### config.mk
export PLATFORM = sky130hd
export DESIGN_NAME = axil_copy_engine_flat
export DESIGN_NICKNAME = d
export VERILOG_FILES = /design/src/rtl/axil_copy_engine_if.sv /design/src/rtl/axil_copy_engine.sv /design/src/flat_wrapper.sv
export SDC_FILE = /design/constraint.sdc
export NUM_CORES = 1
export LEC_CHECK = 0
export ABC_AREA = 1
export CORE_ASPECT_RATIO = 0.5
export CORE_UTILIZATION = 47
export DETAILED_ROUTE_END_ITERATION = 6
export PLACE_DENSITY_LB_ADDON = 0.12
export REMOVE_ABC_BUFFERS = 1
export SETUP_SLACK_MARGIN = 0.3
export SYNTH_ARGS = -nofsm -noshare
export SYNTH_HDL_FRONTEND = slang
export SYNTH_SLANG_ARGS = --single-unit
### constraint.sdc
create_clock -name clk -period 2.7 [get_ports clk]
set_clock_uncertainty 0.2 [all_clocks]
set_input_delay 0.27 -clock clk [delete_from_list [all_inputs] [get_ports clk]]
set_output_delay 0.27 -clock clk [all_outputs]
set_load 0.01 [all_outputs]
### src/rtl/axil_copy_engine_if.sv
// AXI4-Lite bus bundle between the copy engine (master) and the interconnect slot (slave).
interface Bus2Master_intf #(
  parameter int unsigned ADDR_WIDTH = 32,
  parameter int unsigned DATA_WIDTH = 32
);
  localparam int unsigned STRB_WIDTH = DATA_WIDTH / 8;

  logic [ADDR_WIDTH-1:0] awaddr;
  logic [2:0]            awprot;
  logic                  awvalid;
  logic                  awready;
  logic [DATA_WIDTH-1:0] wdata;
  logic [STRB_WIDTH-1:0] wstrb;
  logic                  wvalid;
  logic                  wready;
  logic [1:0]            bresp;
  logic                  bvalid;
  logic                  bready;
  logic [ADDR_WIDTH-1:0] araddr;
  logic [2:0]            arprot;
  logic                  arvalid;
  logic                  arready;
  logic [DATA_WIDTH-1:0] rdata;
  logic [1:0]            rresp;
  logic                  rvalid;
  logic                  rready;

  modport master (
    output awaddr, awprot, awvalid, input awready,
    output wdata, wstrb, wvalid, input wready,
    input bresp, bvalid, output bready,
    output araddr, arprot, arvalid, input arready,
    input rdata, rresp, rvalid, output rready
  );

  modport slave (
    input awaddr, awprot, awvalid, output awready,
    input wdata, wstrb, wvalid, output wready,
    output bresp, bvalid, input bready,
    input araddr, arprot, arvalid, output arready,
    output rdata, rresp, rvalid, input rready
  );
endinterface

### src/rtl/axil_copy_engine.sv
// AXI4-Lite word-by-word copy engine (read one word, write it, repeat len times).
// Optional AXIL_COPY_ERR_ABORT_EN: abort the job on the first non-OKAY response.
module axil_copy_engine #(
  parameter int unsigned ADDR_WIDTH = 32,
  parameter int unsigned DATA_WIDTH = 32,
  parameter int unsigned LEN_WIDTH  = 16
) (
  input  logic                  clk,
  input  logic                  rst_n,
  Bus2Master_intf.master        axi4lite2Master_intf,
  input  logic                  start,
  input  logic [ADDR_WIDTH-1:0] src_addr,
  input  logic [ADDR_WIDTH-1:0] dst_addr,
  input  logic [LEN_WIDTH-1:0]  len,
  output logic                  busy,
  output logic                  done,
  output logic                  err,
  output logic [1:0]            err_resp,
  output logic [LEN_WIDTH-1:0]  words_done
);
  localparam int unsigned STRB_WIDTH = DATA_WIDTH / 8;
  localparam logic [ADDR_WIDTH-1:0] STEP = ADDR_WIDTH'(STRB_WIDTH);

  typedef enum logic [2:0] {
    S_IDLE, S_RD_REQ, S_RD_WAIT, S_WR_REQ, S_WR_RESP, S_DONE
  } state_e;

  state_e state_q, state_d;

  logic [ADDR_WIDTH-1:0] src_q, src_d, dst_q, dst_d;
  logic [LEN_WIDTH-1:0]  len_q, len_d, words_q, words_d;
  logic [DATA_WIDTH-1:0] data_q, data_d;
  logic                  err_q, err_d;
  logic [1:0]            err_resp_q, err_resp_d;
  logic                  aw_done_q, aw_done_d, w_done_q, w_done_d;
  logic                  arvalid_q, arvalid_d, rready_q, rready_d;
  logic                  awvalid_q, awvalid_d, wvalid_q, wvalid_d, bready_q, bready_d;
  logic [STRB_WIDTH-1:0] wstrb_q, wstrb_d;
  logic                  busy_q, busy_d, done_q, done_d;

  logic                 ar_hs, r_hs, aw_hs, w_hs, b_hs;
  logic                 r_bad, b_bad;
  logic [LEN_WIDTH-1:0] words_inc;

  assign ar_hs     = arvalid_q & axi4lite2Master_intf.arready;
  assign r_hs      = rready_q  & axi4lite2Master_intf.rvalid;
  assign aw_hs     = awvalid_q & axi4lite2Master_intf.awready;
  assign w_hs      = wvalid_q  & axi4lite2Master_intf.wready;
  assign b_hs      = bready_q  & axi4lite2Master_intf.bvalid;
  assign r_bad     = axi4lite2Master_intf.rresp != 2'b00;
  assign b_bad     = axi4lite2Master_intf.bresp != 2'b00;
  assign words_inc = words_q + LEN_WIDTH'(1);

  always_ff @(posedge clk or negedge rst_n) begin
    if (!rst_n) state_q <= S_IDLE;
    else        state_q <= state_d;
  end

  always_comb begin
    state_d = state_q;
    unique case (state_q)
      S_IDLE:    if (start) state_d = (len == '0) ? S_DONE : S_RD_REQ;
      S_RD_REQ:  if (ar_hs) state_d = S_RD_WAIT;
      S_RD_WAIT: begin
        if (r_hs) begin
`ifdef AXIL_COPY_ERR_ABORT_EN
          state_d = r_bad ? S_DONE : S_WR_REQ;
`else
          state_d = S_WR_REQ;
`endif
        end
      end
      S_WR_REQ:  if ((aw_done_q | aw_hs) && (w_done_q | w_hs)) state_d = S_WR_RESP;
      S_WR_RESP: begin
        if (b_hs) begin
`ifdef AXIL_COPY_ERR_ABORT_EN
          if (b_bad) state_d = S_DONE;
          else
`endif
          state_d = (words_inc == len_q) ? S_DONE : S_RD_REQ;
        end
      end
      S_DONE:    state_d = S_IDLE;
      default:   state_d = S_IDLE;
    endcase
  end

  // Job registers, response capture and registered bus outputs decoded from the next state.
  always_comb begin
    src_d      = src_q;
    dst_d      = dst_q;
    len_d      = len_q;
    words_d    = words_q;
    data_d     = data_q;
    err_d      = err_q;
    err_resp_d = err_resp_q;
    aw_done_d  = 1'b0;
    w_done_d   = 1'b0;

    if (state_q == S_IDLE && start) begin
      src_d      = src_addr;
      dst_d      = dst_addr;
      len_d      = len;
      words_d    = '0;
      err_d      = 1'b0;
      err_resp_d = 2'b00;
    end
    if (state_q == S_RD_WAIT && r_hs) begin
      data_d = axi4lite2Master_intf.rdata;
      if (r_bad) begin
        err_d = 1'b1;
        if (!err_q) err_resp_d = axi4lite2Master_intf.rresp;
      end
    end
    if (state_q == S_WR_REQ) begin
      aw_done_d = aw_done_q | aw_hs;
      w_done_d  = w_done_q | w_hs;
    end
    if (state_q == S_WR_RESP && b_hs) begin
      if (b_bad) begin
        err_d = 1'b1;
        if (!err_q) err_resp_d = axi4lite2Master_intf.bresp;
      end
`ifdef AXIL_COPY_ERR_ABORT_EN
      if (!b_bad) begin
`else
      begin
`endif
        words_d = words_inc;
        src_d   = src_q + STEP;
        dst_d   = dst_q + STEP;
      end
    end

    arvalid_d = state_d == S_RD_REQ;
    rready_d  = state_d == S_RD_WAIT;
    awvalid_d = (state_d == S_WR_REQ) && !aw_done_d;
    wvalid_d  = (state_d == S_WR_REQ) && !w_done_d;
    wstrb_d   = wvalid_d ? '1 : '0;
    bready_d  = state_d == S_WR_RESP;
    busy_d    = (state_d != S_IDLE) && (state_d != S_DONE);
    done_d    = state_d == S_DONE;
  end

  always_ff @(posedge clk or negedge rst_n) begin
    if (!rst_n) begin
      src_q      <= '0;
      dst_q      <= '0;
      len_q      <= '0;
      words_q    <= '0;
      data_q     <= '0;
      err_q      <= 1'b0;
      err_resp_q <= 2'b00;
      aw_done_q  <= 1'b0;
      w_done_q   <= 1'b0;
      arvalid_q  <= 1'b0;
      rready_q   <= 1'b0;
      awvalid_q  <= 1'b0;
      wvalid_q   <= 1'b0;
      wstrb_q    <= '0;
      bready_q   <= 1'b0;
      busy_q     <= 1'b0;
      done_q     <= 1'b0;
    end else begin
      src_q      <= src_d;
      dst_q      <= dst_d;
      len_q      <= len_d;
      words_q    <= words_d;
      data_q     <= data_d;
      err_q      <= err_d;
      err_resp_q <= err_resp_d;
      aw_done_q  <= aw_done_d;
      w_done_q   <= w_done_d;
      arvalid_q  <= arvalid_d;
      rready_q   <= rready_d;
      awvalid_q  <= awvalid_d;
      wvalid_q   <= wvalid_d;
      wstrb_q    <= wstrb_d;
      bready_q   <= bready_d;
      busy_q     <= busy_d;
      done_q     <= done_d;
    end
  end

  assign axi4lite2Master_intf.araddr  = src_q;
  assign axi4lite2Master_intf.arprot  = 3'b000;
  assign axi4lite2Master_intf.arvalid = arvalid_q;
  assign axi4lite2Master_intf.rready  = rready_q;
  assign axi4lite2Master_intf.awaddr  = dst_q;
  assign axi4lite2Master_intf.awprot  = 3'b000;
  assign axi4lite2Master_intf.awvalid = awvalid_q;
  assign axi4lite2Master_intf.wdata   = data_q;
  assign axi4lite2Master_intf.wstrb   = wstrb_q;
  assign axi4lite2Master_intf.wvalid  = wvalid_q;
  assign axi4lite2Master_intf.bready  = bready_q;

  assign busy       = busy_q;
  assign done       = done_q;
  assign err        = err_q;
  assign err_resp   = err_resp_q;
  assign words_done = words_q;
endmodule

### src/flat_wrapper.sv
// flat-port wrapper written by rule: the top's interface ports become plain ports
module axil_copy_engine_flat 
#(
  parameter int unsigned ADDR_WIDTH = 32,
  parameter int unsigned DATA_WIDTH = 32,
  parameter int unsigned LEN_WIDTH  = 16
)
  (clk, rst_n, start, src_addr, dst_addr, len, busy, done, err, err_resp, words_done, axi4lite2Master_intf_awaddr, axi4lite2Master_intf_awprot, axi4lite2Master_intf_awvalid, axi4lite2Master_intf_awready, axi4lite2Master_intf_wdata, axi4lite2Master_intf_wstrb, axi4lite2Master_intf_wvalid, axi4lite2Master_intf_wready, axi4lite2Master_intf_bresp, axi4lite2Master_intf_bvalid, axi4lite2Master_intf_bready, axi4lite2Master_intf_araddr, axi4lite2Master_intf_arprot, axi4lite2Master_intf_arvalid, axi4lite2Master_intf_arready, axi4lite2Master_intf_rdata, axi4lite2Master_intf_rresp, axi4lite2Master_intf_rvalid, axi4lite2Master_intf_rready);
  Bus2Master_intf #(.ADDR_WIDTH(ADDR_WIDTH), .DATA_WIDTH(DATA_WIDTH)) axi4lite2Master_intf_i ();
  input  logic clk;
  input  logic rst_n;
  input  logic start;
  input  logic [ADDR_WIDTH-1:0] src_addr;
  input  logic [ADDR_WIDTH-1:0] dst_addr;
  input  logic [LEN_WIDTH-1:0] len;
  output logic busy;
  output logic done;
  output logic err;
  output logic [1:0] err_resp;
  output logic [LEN_WIDTH-1:0] words_done;
  output wire logic [$bits(axi4lite2Master_intf_i.awaddr)-1:0] axi4lite2Master_intf_awaddr;
  output wire logic [$bits(axi4lite2Master_intf_i.awprot)-1:0] axi4lite2Master_intf_awprot;
  output wire logic [$bits(axi4lite2Master_intf_i.awvalid)-1:0] axi4lite2Master_intf_awvalid;
  input wire logic [$bits(axi4lite2Master_intf_i.awready)-1:0] axi4lite2Master_intf_awready;
  output wire logic [$bits(axi4lite2Master_intf_i.wdata)-1:0] axi4lite2Master_intf_wdata;
  output wire logic [$bits(axi4lite2Master_intf_i.wstrb)-1:0] axi4lite2Master_intf_wstrb;
  output wire logic [$bits(axi4lite2Master_intf_i.wvalid)-1:0] axi4lite2Master_intf_wvalid;
  input wire logic [$bits(axi4lite2Master_intf_i.wready)-1:0] axi4lite2Master_intf_wready;
  input wire logic [$bits(axi4lite2Master_intf_i.bresp)-1:0] axi4lite2Master_intf_bresp;
  input wire logic [$bits(axi4lite2Master_intf_i.bvalid)-1:0] axi4lite2Master_intf_bvalid;
  output wire logic [$bits(axi4lite2Master_intf_i.bready)-1:0] axi4lite2Master_intf_bready;
  output wire logic [$bits(axi4lite2Master_intf_i.araddr)-1:0] axi4lite2Master_intf_araddr;
  output wire logic [$bits(axi4lite2Master_intf_i.arprot)-1:0] axi4lite2Master_intf_arprot;
  output wire logic [$bits(axi4lite2Master_intf_i.arvalid)-1:0] axi4lite2Master_intf_arvalid;
  input wire logic [$bits(axi4lite2Master_intf_i.arready)-1:0] axi4lite2Master_intf_arready;
  input wire logic [$bits(axi4lite2Master_intf_i.rdata)-1:0] axi4lite2Master_intf_rdata;
  input wire logic [$bits(axi4lite2Master_intf_i.rresp)-1:0] axi4lite2Master_intf_rresp;
  input wire logic [$bits(axi4lite2Master_intf_i.rvalid)-1:0] axi4lite2Master_intf_rvalid;
  output wire logic [$bits(axi4lite2Master_intf_i.rready)-1:0] axi4lite2Master_intf_rready;
  assign axi4lite2Master_intf_awaddr = axi4lite2Master_intf_i.awaddr;
  assign axi4lite2Master_intf_awprot = axi4lite2Master_intf_i.awprot;
  assign axi4lite2Master_intf_awvalid = axi4lite2Master_intf_i.awvalid;
  assign axi4lite2Master_intf_i.awready = axi4lite2Master_intf_awready;
  assign axi4lite2Master_intf_wdata = axi4lite2Master_intf_i.wdata;
  assign axi4lite2Master_intf_wstrb = axi4lite2Master_intf_i.wstrb;
  assign axi4lite2Master_intf_wvalid = axi4lite2Master_intf_i.wvalid;
  assign axi4lite2Master_intf_i.wready = axi4lite2Master_intf_wready;
  assign axi4lite2Master_intf_i.bresp = axi4lite2Master_intf_bresp;
  assign axi4lite2Master_intf_i.bvalid = axi4lite2Master_intf_bvalid;
  assign axi4lite2Master_intf_bready = axi4lite2Master_intf_i.bready;
  assign axi4lite2Master_intf_araddr = axi4lite2Master_intf_i.araddr;
  assign axi4lite2Master_intf_arprot = axi4lite2Master_intf_i.arprot;
  assign axi4lite2Master_intf_arvalid = axi4lite2Master_intf_i.arvalid;
  assign axi4lite2Master_intf_i.arready = axi4lite2Master_intf_arready;
  assign axi4lite2Master_intf_i.rdata = axi4lite2Master_intf_rdata;
  assign axi4lite2Master_intf_i.rresp = axi4lite2Master_intf_rresp;
  assign axi4lite2Master_intf_i.rvalid = axi4lite2Master_intf_rvalid;
  assign axi4lite2Master_intf_rready = axi4lite2Master_intf_i.rready;
  axil_copy_engine #(.ADDR_WIDTH(ADDR_WIDTH), .DATA_WIDTH(DATA_WIDTH), .LEN_WIDTH(LEN_WIDTH)) u_core (.clk(clk), .rst_n(rst_n), .axi4lite2Master_intf(axi4lite2Master_intf_i), .start(start), .src_addr(src_addr), .dst_addr(dst_addr), .len(len), .busy(busy), .done(done), .err(err), .err_resp(err_resp), .words_done(words_done));
endmodule
==> results.md, run 1 <==
- complete, no violations — outcome
- 4 — Critical Path Fanout Max
- 44.2% — layout-stage area growth over the synthesis result
- 249 — number of input and output port buffers inserted
- 0.609 mV — Worst IR Drop VDD
- 0.280 — Global Route Usage Sum
- 7888 — vias in the first global route
- 0.483 — initial standard-cell utilization of the core
- 0.34 ns — setup slack of the most critical reg-to-reg path
- 1374 — Nets
- 94.0 µm — vertical die dimension
- 7847 — total via count after detailed routing
- 0.122 — fraction of final layout cells sized beyond drive strength 1
- 38.0 mm — first-pass GRT wire length
- u_core.axi4lite2Master_intf.araddr[3] — critical register-to-register path startpoint
- 4 — number of H-tree levels
- 0 — global route overflow
- 7960 µm² — cell area after synthesis
- 186 µm — Die Width
- 0 — number of failing setup endpoints in the final timing report
- 143 — post-synthesis register bit count
- 45 — Synth cell types
- done — clock tree from TritonCTS
- 525 — number of violations reported at the end of detailed-routing iteration 0
- 2.46 ns — critical path arrival
- 0.06 ns — clock-pin slew reported for the worst setup and hold paths after clock tree synthesis
- 1486 — Cell Count, Final, Fillers Out
- 16500 µm² — core outline area
- register to register — startpoint-to-endpoint class of the critical path
- 256 — number of top-level pins
- 13 — reg2reg path depth
- 0 — Yosys Warn Count
- 17.2 mm — HPWL reported at the end of detailed placement
- 0 — Final Slew Violations
- true — unrepaired setup endpoints after global routing
- 5 — first drt pass iteration count
- 0.532 ns — pin slew with the least headroom to its limit
- 2.80 ns — required time reported for the critical path endpoint
- 0.450 — area share of the largest cell type after synthesis
- 0 — # Max-Cap Violations
- 0 — post-detailed-route DRC marker count
- primary input to asynchronous set/reset pin — class of the most critical hold timing path
- 56 — pin count of the biggest net entering global routing
- 17500 µm² — full die area
- 23.5 mm — overall routed net length
- register — crit end category
- 0 — Hold Fails Final Rpt
- 0.184 ns — worst hold slack across all endpoints
- 0 ns — total negative slack
- clkbuf_16 — Clk Tree Root Cell
- dfrtp_1 — largest area contributor in the netlist
- 1439 — number of placed instances, taps included
- 0.450 — sequential area share after synthesis
- register — Worst Setup Start Kind
- 143 — clock sinks
- 0 — Antenna Cells
- 983 — number of instances in the synthesized netlist
- 5.28 — Vias per Instance
- dfrtp_1, nand2_1, inv_1, mux2_2, nand3_1 — dominant cells by area after synthesis
- 0.876 — final period utilization
- 0.423 GHz — Max Freq
- 2 — buffer depth of the longest clock path
- 0.646 — Max transition margin
- 33 — number of placement rows
- 0.917 — RD Place Congestion
- 5.06 nW — P_leak
- 2.36 ns — time the final worst path needs with I/O delays and setup
- 0.42 ns — later-pin clock latency in the skew report
- 0 — count of nets left with antenna violations after detail routing
- 17 — number of CTS-inserted buffers
- 0.0106 W — overall power consumption
- 0 — initial antenna violation count
- 8.10 µm² — average footprint of a synthesized cell
- 15.8 µm — post-detailed-route wirelength per cell
- u_core.axi4lite2Master_intf.araddr[26] — capturing point of the worst reg2reg path
- 920 nW/µm² — power per cell area
==> synthesized netlist by cell type, drive strengths merged <==
cell     count
nand3       71
o221ai       3
conb         1
inv        117
o311ai       1
buf         19
nor3        19
o21ai       51
a31oi        2
o22ai       24
nand4       26
a21o         1
dfrtp      143
a22o         1
nand2      241
a221o        2
o31ai        1
a211oi       2
nor4        10
a21oi       30
xnor2        6
o21a         1
mux2        32
or2          3
o211ai      20
ha           3
and2         1
xor2        29
a32oi        2
nor3b        1
nand3b       6
a2bb2oi      1
nor2        87
a22oi        3
clkbuf      23
==> flip-flops by register name, indices dropped and copies added (netlist names), 2 cells and up <==
| name | cells |
|---|---|
| u_core.axi4lite2Master_intf.araddr | 32 |
| u_core.axi4lite2Master_intf.awaddr | 32 |
| u_core.axi4lite2Master_intf.wdata | 32 |
| u_core.len_q | 16 |
| u_core.words_done | 16 |
| u_core.state_q | 3 |
| u_core.err_resp | 2 |
==> per-layer routing <==
| layer | GRT usage | part of all wire |
|---|---|---|
| met3 | 0.0740 | 0.073 |
| met2 | 0.483 | 0.49 |
| met4 | 0.0833 | 0.018 |
| met1 | 0.344 | 0.42 |
| met5 | 0 | 0 |
==> where the power goes <==
part / leakage (nW) / switching [W] / internal [W] / total, W
registers: 1.82 / 0.000823 / 0.00295 / 0.00378
clock network: 0.277 / 0.000929 / 0.00140 / 0.00233
logic: 2.96 / 0.00220 / 0.00225 / 0.00446
total: 5.06 / 0.00396 / 0.00660 / 0.0106
==> logic make-up (layout without fill, tap and decap cells) <==
kind of cell | Yosys count | after routing | synth area share
XOR/XNOR | 35 | 35 | 0.0385
multiplexers | 32 | 32 | 0.0453
AO/OA/AOI/OAI | 145 | 145 | 0.110
other | 1 | 6 | 0.000471
adder cells (fa/ha/maj) | 3 | 3 | 0.00472
flip-flops | 143 | 143 | 0.450
buffers and inverters | 159 | 430 | 0.0851
AND/OR/NAND/NOR | 465 | 465 | 0.267
==> final cells by class <==
type / instances / area, µm²
fill: 1321 / 5000
multi-input combinational: 686 / 3800
sequential: 143 / 3590
timing repair buffer: 282 / 2790
clock buffer: 20 / 457
inverter: 117 / 439
tap: 227 / 284
clock inverter: 11 / 116
==> worst max-delay path by stage <==
| stage | start | end | slack [ns] | cells after the start |
|---|---|---|---|---|
| after CTS | u_core.axi4lite2Master_intf.araddr[2] | u_core.axi4lite2Master_intf.araddr[26] | 0.35 | 13 |
| after global routing | u_core.axi4lite2Master_intf.araddr[3] | u_core.axi4lite2Master_intf.araddr[22] | 0.21 | 13 |
| after global placement | u_core.axi4lite2Master_intf.awaddr[2] | u_core.axi4lite2Master_intf.awaddr[26] | 0.46 | 13 |
| final | u_core.axi4lite2Master_intf.araddr[3] | u_core.axi4lite2Master_intf.araddr[26] | 0.34 | 13 |
| after detailed placement | u_core.axi4lite2Master_intf.araddr[2] | u_core.axi4lite2Master_intf.araddr[26] | 0.37 | 13 |
| after floorplan | u_core.state_q[2] | u_core.busy | -1.08 | 10 |
==> critical path, cell delays in order, from the launching register on <==
cell     delay, ns
dfrtp_1       0.41
ha_2          0.20
nand2_1       0.11
nor2_2        0.17
nand2_2       0.10
nor2_4        0.10
nand2_2       0.08
nor2_4        0.14
nand2_2       0.09
nor2_4        0.18
nand4_2       0.10
xor2_1        0.16
o21ai_1       0.13
o21ai_1       0.08
==> metrics by stage <==
step                      worst slack (ns)  area, µm²  utilization
final                                0.336      11500        0.697
after global routing                 0.209      11500        0.697
after CTS                            0.348      11300        0.685
after detailed placement             0.374      10700        0.650
after global placement               0.460      10700        0.650
after floorplan                      -1.08       7740            -
==> cell usage in the layout (no fill, tap or decap), types with 3 or more instances in the layout <==
master and count:
nor2_4 14, o21ai_0 45, conb_1 6, nor3_1 19, nor2_1 63, clkdlybuf4s50_1 248, o22ai_1 24, nand3b_1 6
buf_12 4, o221ai_1 3, clkinv_2 5, nand2_1 226, nor4_1 10, dfrtp_2 6, nor2_2 10, buf_4 28
nand4_1 24, dfrtp_1 137, clkbuf_16 17, a22oi_1 3, nand2_2 15, nand3_1 69, inv_2 3, inv_1 114
clkinvlp_4 3, o211ai_1 20, a21oi_1 30, or2_2 3, o21ai_1 5, mux2_2 32, xnor2_1 6, xor2_1 29
==> timing repair <==
action / 4_1_cts / 5_1_grt
hold buffers: 1 / 0
setup endpoints to repair: 0 / 12
hold endpoints to repair: 51 / 0
gates resized for setup: 0 / 23
setup buffers: 0 / 15
No activity file was read; power rests on OpenSTA's default activity.
==> inputs of run 2 (changes only) <==
--- a/config.mk
+++ b/config.mk
@@ -8,10 +8,10 @@
 export ABC_AREA = 1
 export CORE_ASPECT_RATIO = 0.5
 export CORE_UTILIZATION = 47
+export CTS_CLUSTER_DIAMETER = 120
 export DETAILED_ROUTE_END_ITERATION = 6
 export PLACE_DENSITY_LB_ADDON = 0.12
 export REMOVE_ABC_BUFFERS = 1
-export SETUP_SLACK_MARGIN = 0.3
 export SYNTH_ARGS = -nofsm -noshare
 export SYNTH_HDL_FRONTEND = slang
 export SYNTH_SLANG_ARGS = --single-unit
==> results.md, run 2 (synthesis gave the netlist of run 1 again) <==
- 1351 — final-layout fill cell count
- 0.34 ns — setup slack of the most critical reg-to-reg path
- 17 — number of CTS-inserted buffers
- clkdlybuf4s50_1, nand2_1, dfrtp_1 — most frequent cells in the layout
- 0.374 ns — post-placement setup slack
- 0 — post-CTS setup buffers
- 0.874 — final period utilization
- 2.79 ns — required time reported for the critical path endpoint
- 13 — number of cells on the critical path
- false — unrepaired setup endpoints after global routing
- 0.483 — initial standard-cell utilization of the core
- 0 — Final Slew Violations
- clkdlybuf4s50_1 — leading cell type in the layout, fill and taps excluded
- 0.583 mV — Worst IR Drop VDD
- 16500 µm² — core outline area
- 38.0 mm — first-pass GRT wire length
- 7888 — vias in the first global route
- 0 — number of buffers and inverters on the critical path
- 143 — clock sinks
- 2 — buffer depth of the longest clock path
- 2.45 ns — critical path arrival
- 0 — count of nets left with antenna violations after detail routing
- complete, no violations — outcome
- ha_1 -> nand2_1 -> nor2_2 -> nand2_2 -> nor2_2 -> nand2_1 -> nor2_2 -> nand2_2 -> nor2_4 -> nand4_2 -> xor2_1 -> o21ai_1 -> o21ai_0 — cells along the critical path
- register — crit end category
- 0 — global route overflow
- register to register — startpoint-to-endpoint class of the critical path
- simple AND/OR/NAND/NOR gates — cell family with the largest share of critical-path delay
- 0 ns — total negative slack
- 23.2 mm — overall routed net length
- 17.2 mm — HPWL reported at the end of detailed placement
- 3580 µm² — FF+latch area
- 0.42 ns — later-pin clock latency in the skew report
- 1 — cts-stage hold buffer count
- 0.374 — switching power as a share of total power
- 249 — number of input and output port buffers inserted
- 0 — post-detailed-route DRC marker count
- 256 — number of top-level pins
- 0.419 — logic gate share of total power
- 0.917 — RD Place Congestion
- 2.36 ns — time the final worst path needs with I/O delays and setup
- 0.00391 W — net switching power
- 0 — # Max-Cap Violations
- 0.641 — Max transition margin
- 0 — Hold Fails Final Rpt
- 0 — Antenna Cells
- 17500 µm² — full die area
- 0.360 — Seq pwr share
- 3730 µm² — area taken by multi-input logic gates
- 0.280 — Global Route Usage Sum
- 0.539 ns — pin slew with the least headroom to its limit
- 469 — number of violations reported at the end of detailed-routing iteration 0
- 927 nW/µm² — power per cell area
- 0 — number of failing setup endpoints in the final timing report
- 15.8 µm — post-detailed-route wirelength per cell
- 0.100 — fraction of final layout cells sized beyond drive strength 1
- u_core.axi4lite2Master_intf.araddr[2] — critical register-to-register path startpoint
- dfrtp_1 — cell type of the slowest stage on the worst timing path
- 5 — Critical Path Fanout Max
- register — Worst Setup Start Kind
- 4.99 nW — P_leak
- u_core.axi4lite2Master_intf.araddr[2] — timing startpoint of the critical path
- 0.06 ns — clock-pin slew reported for the worst setup and hold paths after clock tree synthesis
- 33 — number of placement rows
- 0.424 GHz — Max Freq
- 13 — reg2reg path depth
- 0.00656 W — Internal Power
- 0.341 ns — PnR worst setup slack
- 1359 — Nets
- 0.222 — Clk pwr share
- 41.8% — layout-stage area growth over the synthesis result
- 0.41 ns — Critical Path Max Stage Delay
- done — clock tree from TritonCTS
- 56 — pin count of the biggest net entering global routing
- nor2_2 — Top cell by count, worst path
- 5.29 — Vias per Instance
- 5 — first drt pass iteration count
- primary input to asynchronous set/reset pin — class of the most critical hold timing path
- 7775 — total via count after detailed routing
- 0 — initial antenna violation count
- 94.0 µm — vertical die dimension
- 0 — post-CTS resize count
- 4 — number of H-tree levels
- clkbuf_16 — Clk Tree Root Cell
- 186 µm — Die Width
## run 2: path summary, 6_finish.rpt
kind | to
setup / recovery | u_core.axi4lite2Master_intf.araddr[26]
hold / removal | u_core.axi4lite2Master_intf.awaddr[29]
setup reg to reg | u_core.axi4lite2Master_intf.araddr[26]
hold reg to reg | u_core.axi4lite2Master_intf.awaddr[1]
max in group asynchronous | u_core.axi4lite2Master_intf.wdata[30]
min in group clk | u_core.axi4lite2Master_intf.araddr[0]
## run 2: through the flow
step	utilization	hold WS, ns	total power, W	instance area, µm²	std cells
finish	0.685	0.177	0.0105	11300	1471
global route	0.685	0.207	0.0112	11300	1471
CTS	0.685	0.177	0.0105	11300	1471
detailed placement	0.650	0.0741	0.00815	10700	1439
global placement	0.650	0.0669	0.00805	10700	1439
floorplan	-	-0.226	0.00580	7740	946
## run 2: worst register-to-register path, stage by stage (launching register included)
cell,delay [ns]
dfrtp_1,0.41
ha_1,0.18
nand2_1,0.10
nor2_2,0.15
nand2_2,0.09
nor2_2,0.10
nand2_1,0.10
nor2_2,0.17
nand2_2,0.11
nor2_4,0.15
nand4_2,0.10
xor2_1,0.16
o21ai_1,0.13
o21ai_0,0.10
## run 2: routing by layer
metal  track usage  part of all wire
met2         0.483              0.49
met4        0.0833             0.017
met3        0.0740             0.069
met1         0.344              0.43
met5             0                 0
## run 2: power by group through the flow
| stage | logic, W | clock network (W) | registers [W] |
|---|---|---|---|
| after detailed placement | 0.00437 | 0 | 0.00378 |
| final | 0.00438 | 0.00232 | 0.00376 |
| after global routing | 0.00483 | 0.00245 | 0.00388 |
| after CTS | 0.00441 | 0.00236 | 0.00376 |
| after floorplan | 0.00187 | 0 | 0.00393 |
| after global placement | 0.00429 | 0 | 0.00376 |
## run 2: cell type report
| type | instances | share of cell area |
|---|---|---|
| multi-input cells | 686 | 0.331 |
| flip-flops and latches | 143 | 0.317 |
| repair buffers | 267 | 0.238 |
| clock buffers | 20 | 0.0405 |
| inverters | 117 | 0.0389 |
| well taps | 227 | 0.0252 |
| clock inverters | 11 | 0.0103 |
